--- src/rtl/ifu_prefetch.sv ---
// Instruction prefetch: owns the PC, issues word fetches and queues in-order responses for decode.
// Optional IFU_MISALIGN_CHK_EN: misaligned redirect targets raise fetch_misalign_o and halt fetch.
module ifu_prefetch #(
  parameter logic [63:0] RESET_PC = 64'h8000_0000,
  parameter int          DEPTH    = 4
) (
  input  logic        clk,
  input  logic        rst_n,
  output logic        imem_req_valid,
  input  logic        imem_req_ready,
  output logic [63:0] imem_req_addr,
  input  logic        imem_rsp_valid,
  input  logic [31:0] imem_rsp_data,
  input  logic        redirect_i,
  input  logic [63:0] redirect_target_i,
  output logic        inst_valid_o,
  input  logic        inst_ready_i,
  output logic [31:0] inst_o,
  output logic [63:0] pc_o,
  output logic        fetch_misalign_o
);
  localparam int AW = $clog2(DEPTH);
  localparam int CW = AW + 1;

  logic [63:0]   fetch_pc, rsp_pc, target;
  logic [CW-1:0] count, outstanding, drop_cnt, inflight_nxt;
  logic [AW-1:0] head, tail;
  logic [31:0]   inst_q [DEPTH];
  logic [63:0]   pc_q   [DEPTH];
  logic          halted, credit, req_fire, deq, enq;

`ifdef IFU_MISALIGN_CHK_EN
  assign target = redirect_target_i;

  always_ff @(posedge clk or negedge rst_n) begin
    if (!rst_n) begin
      fetch_misalign_o <= 1'b0;
      halted           <= 1'b0;
    end else if (redirect_i) begin
      fetch_misalign_o <= |redirect_target_i[1:0];
      halted           <= |redirect_target_i[1:0];
    end
  end
`else
  logic unused_tgt_lsb;
  assign unused_tgt_lsb   = ^redirect_target_i[1:0];
  assign target           = {redirect_target_i[63:2], 2'b00};
  assign fetch_misalign_o = 1'b0;
  assign halted           = 1'b0;
`endif

  // Credits cover queued entries plus every in-flight request, stale ones included.
  assign credit         = ({1'b0, count} + {1'b0, outstanding}) < (CW+1)'(DEPTH);
  assign imem_req_valid = rst_n & ~redirect_i & credit & ~halted;
  assign imem_req_addr  = fetch_pc;
  assign req_fire       = imem_req_valid & imem_req_ready;
  assign inst_valid_o   = (count != '0);
  assign deq            = inst_valid_o & inst_ready_i;
  assign enq            = imem_rsp_valid & (drop_cnt == '0);
  assign inst_o         = inst_q[head];
  assign pc_o           = pc_q[head];
  assign inflight_nxt   = outstanding + CW'(req_fire) - CW'(imem_rsp_valid);

  always_ff @(posedge clk or negedge rst_n) begin
    if (!rst_n) begin
      fetch_pc    <= RESET_PC;
      rsp_pc      <= RESET_PC;
      count       <= '0;
      outstanding <= '0;
      drop_cnt    <= '0;
      head        <= '0;
      tail        <= '0;
      for (int i = 0; i < DEPTH; i++) begin
        inst_q[i] <= '0;
        pc_q[i]   <= '0;
      end
    end else begin
      outstanding <= inflight_nxt;
      if (redirect_i) begin
        fetch_pc <= target;
        rsp_pc   <= target;
        count    <= '0;
        head     <= '0;
        tail     <= '0;
        // Everything still in flight is stale; outstanding already counts earlier stale requests.
        drop_cnt <= inflight_nxt;
      end else begin
        if (req_fire) fetch_pc <= fetch_pc + 64'd4;
        if (imem_rsp_valid && drop_cnt != '0) drop_cnt <= drop_cnt - 1'b1;
        if (enq) begin
          inst_q[tail] <= imem_rsp_data;
          pc_q[tail]   <= rsp_pc;
          tail         <= tail + 1'b1;
          rsp_pc       <= rsp_pc + 64'd4;
        end
        if (deq) head <= head + 1'b1;
        count <= count + CW'(enq) - CW'(deq);
      end
    end
  end
endmodule

--- config.mk ---
export PLATFORM = sky130hd
export DESIGN_NAME = ifu_prefetch
export DESIGN_NICKNAME = d
export VERILOG_FILES = /design/src/rtl/ifu_prefetch.sv
export SDC_FILE = /design/constraint.sdc
export NUM_CORES = 1
export LEC_CHECK = 0
export CAP_MARGIN = 20
export CORE_ASPECT_RATIO = 0.75
export CORE_MARGIN = 3
export CORE_UTILIZATION = 45
export CTS_CLUSTER_SIZE = 28
export DETAILED_ROUTE_END_ITERATION = 10
export DONT_BUFFER_PORTS = 1
export HOLD_SLACK_MARGIN = 0.03
export RECOVER_POWER = 50
export SKIP_CTS_REPAIR_TIMING = 1
export SYNTH_ARGS = -nofsm -noshare
export SYNTH_HDL_FRONTEND = slang
export SYNTH_SLANG_ARGS = --single-unit
--- constraint.sdc ---
create_clock -name clk -period 5.3 [get_ports clk]
set_clock_uncertainty 0.2 [all_clocks]
set_input_delay 0.53 -clock clk [delete_from_list [all_inputs] [get_ports clk]]
set_output_delay 0.53 -clock clk [all_outputs]
set_load 0.01 [all_outputs]
==> key figures <==
Floorplanning
  • Die H: 208 um
  • Die ar.: roughly 0.057 sq mm
  • Die width: between 200 and 300 um
  • Total core area: 0.0534 sq mm
  • Row count: 73
  • Initial Utilization: between 40% and 50%
  • I/O pin count: 265

STA
  • Relative max-transition margin: -46.0%
  • Finish-stage setup viols: 0
  • Minimum clock period after layout: 3.97 ns
  • Slew @ Worst Pin: 2.19 ns
  • Fin. Hold Viols: 511
  • Worst setup margin: about 1.3 ns
  • TNS Setup: 0 ns
  • RSZ-0062 raised after global routing: false
  • Hold slack: -0.515 ns
  • Final Max Tran Viols: 299
  • FMAX: roughly 250 MHz
  • Final period util: between 70 and 80%

Critical path
  • CP Class: flop to flop
  • Worst R2R Start: drop_cnt[0]
  • R2R Setup Slk: 1.33 ns
  • Worst Path Arrival: 4.24 ns
  • R2R Path End: pc_q[233]
  • CP Launch Type: flop
  • Crit. End Element: flop
  • WP data required: 5.57 ns
  • R2R depth: 8
  • Crit path max fanout: 52

Yosys
  • #FFs+latches synth: about 500
  • Mux share of post-synthesis cell area: 26.1%
  • Avg Inst Size Synth: 12.7 sq um
  • Largest family of logic cells by synthesized area: multiplexers
  • Ys Warns: 0
  • Simple-gate area share of the yosys netlist: 10.5%
  • Post-Syn Instances: between 1.5k and 2k
  • Async set-reset flop share out of synthesis: 100%
  • Netlist cell types: 60
  • Sequential-to-total area share from yosys stat: between 50% and 60%
  • Ys flop type: dfrtp_1
  • Synth Area in Compound Gates: under 10%
  • Post-Syn Area: approximately 0.025 sq mm
  • Xor and xnor fraction of the mapped netlist area: 2.11%
  • Synth Area in Adders: 0.878%
  • Number of synthesized flops with an enable pin: 0

CTS
  • Clock sinks: 513
  • Num CTS Buffers: 52
  • H-tree levels: 2
  • CTS tree: built
  • Clock Tree Root: clkbuf_16
  • Clk buf depth: 3
  • Worst skew pair latency: 0.59 ns
  • Clock slew seen by the registers of the worst setup and hold paths: 0.06 ns

Cells and area
  • FF+latch area: about 0.013 sq mm
  • Multi-input logic area: around 0.011 sq mm
  • Commonest cells after routing, fill and taps aside: dfrtp_1 (509), mux2_2 (373), nand2_1 (136)
  • Layout Utilization: 52.0%
  • Layout cells sized above 1: just under 30%
  • Fillers: 4551
  • Commonest non-fill, non-tap cell in the layout: dfrtp_1
  • Final nets: 2062
  • Area grow syn2layout: 13.3%

Run status
  • Failing checks: hold timing, slew limit
  • Status: finished with violations

Global route
  • Met3 GRT Util: 5.80%
  • Gr ovfl total: 0
  • Vias in the first global route: 16.1k
  • First-pass GRT wire length: 99400 um
  • Global Route Usage Sum: between 20% and 30%
  • Gr busiest metal: met2
  • Met2 Usage GRT: 33.0%
  • Initial antenna violation count: 5
  • Largest net degree at the start of global routing: 516
  • Global-route met1 utilization: 33.0%

Min path
  • Tightest Hold Check Type: primary input to async pin

Power
  • Power Dens Cells: ~440 mW/mm^2
  • Pwr Total: 12.2 mW
  • Lkg Pwr: 12.1 nW
  • VDD IR max: 0.000265 V

Placed design
  • Pre-CTS WS: about 1.7 ns
  • Routability Congestion: 0.916
  • DP Wirelength: between 40000 and 50000 um
  • PortBufs: 0

Job
  • Max-Cap Viols: 0

Drt
  • DRT antenna net count: 0
  • Post-DR wirelength/cell: 24.6 um
  • DRT iter0 DRCs: 1419
  • Routed wire length: 66300 um
  • Pre-Repair DR Iteration Count: 6
  • Drc violations: 0
  • Vias per inst: 6.13
  • Via count: 16.5k
-- cell families (layout without fill, tap and decap cells) --
group           count (synthesis)  count (layout)
flops                         513             513
simple gates                  490             490
mux                           475             475
compound gates                196             196
buf+inv                       180             230
xor+xnor                       59              59
fa+ha+maj                      16              16
other cells                     1               8
-- worst max-delay path by stage --
stage	endpoint	startpoint
4_1_cts	pc_o[26]	head[0]
6_report	pc_q[233]	drop_cnt[0]
2_1_floorplan	drop_cnt[2]	redirect_i
3_3_place_gp	pc_q[215]	drop_cnt[0]
3_5_place_dp	pc_q[233]	drop_cnt[0]
5_1_grt	pc_q[238]	drop_cnt[0]
-- through the flow --
step	cells	instance area [sq um]	hold WS, ns
after global placement	2508	25000	0.0718
final	2699	27800	-0.515
after floorplan	1934	24500	0.0344
after CTS	2602	26800	-0.568
after global routing	2698	27800	-0.544
after detailed placement	2508	25000	0.0727
-- Yosys cell counts (3+ instances only) --
cell type	count	area (sq um)
nand2_1	140	526
nor2_1	51	191
ha_1	14	175
o31ai_1	3	22.5
nand4_1	62	388
buf_2	7	35.0
nor3_1	20	100
buf_6	3	33.8
dfrtp_1	511	12800
o21ai_1	6	30.0
mux4_2	94	2120
o31a_1	3	26.3
mux2_2	373	4200
or3_1	21	131
a31oi_1	23	144
clkbuf_1	108	405
xnor2_1	36	315
mux2i_1	8	80.1
buf_4	5	37.5
o311ai_0	15	131
and4_1	10	87.6
nand2b_1	3	18.8
a41oi_1	4	35.0
buf_1	29	109
and3_1	23	144
a21boi_0	7	52.6
o211ai_1	30	225
nor4_1	34	213
nand3_1	76	380
o21ai_0	78	390
and2_1	7	43.8
a21oi_1	14	70.1
nor2b_1	3	18.8
xor2_1	23	201
a22oi_1	4	30.0
inv_1	25	93.8
or4_1	24	180
nand4b_1	3	26.3
-- per-layer routing --
layer	vias up	wire [um]
li1	7222	-
met5	-	19
met2	582	29700
met3	116	5450
met4	4	1600
met1	8608	29500
-- worst max-delay path, stage by stage, from the launching register on --
cell,delay [ns]
dfrtp_1,0.36
inv_1,0.11
ha_1,0.20
and3b_1,0.37
clkinvlp_2,0.46
nor2_1,0.67
nand2_4,0.61
buf_4,0.49
mux2_2,0.33
-- cell type report --
type / count / area share [%]
Tap cell: 712 / 3.21
Antenna cell: 3 / 0.0270
Clock buffer: 78 / 5.58
Clock inverter: 16 / 0.852
Timing Repair Buffer: 109 / 4.06
Multi-Input combinational cell: 1241 / 39.6
Sequential cell: 513 / 46.3
Inverter: 27 / 0.370
-- where the power goes --
part / switching, mW / total, mW / internal, mW
registers: 0.720 / 5.42 / 4.70
logic: 1.40 / 2.90 / 1.49
clock network: 1.55 / 3.86 / 2.30
-- sequential cells by signal, summed over array words and instances (netlist names) --
signal         cells
outstanding        3
imem_req_addr     62
tail               2
rsp_pc            62
drop_cnt           3
inst_q           128
count              3
head               2
pc_q             248
No activity file was read; power rests on OpenSTA's default activity.
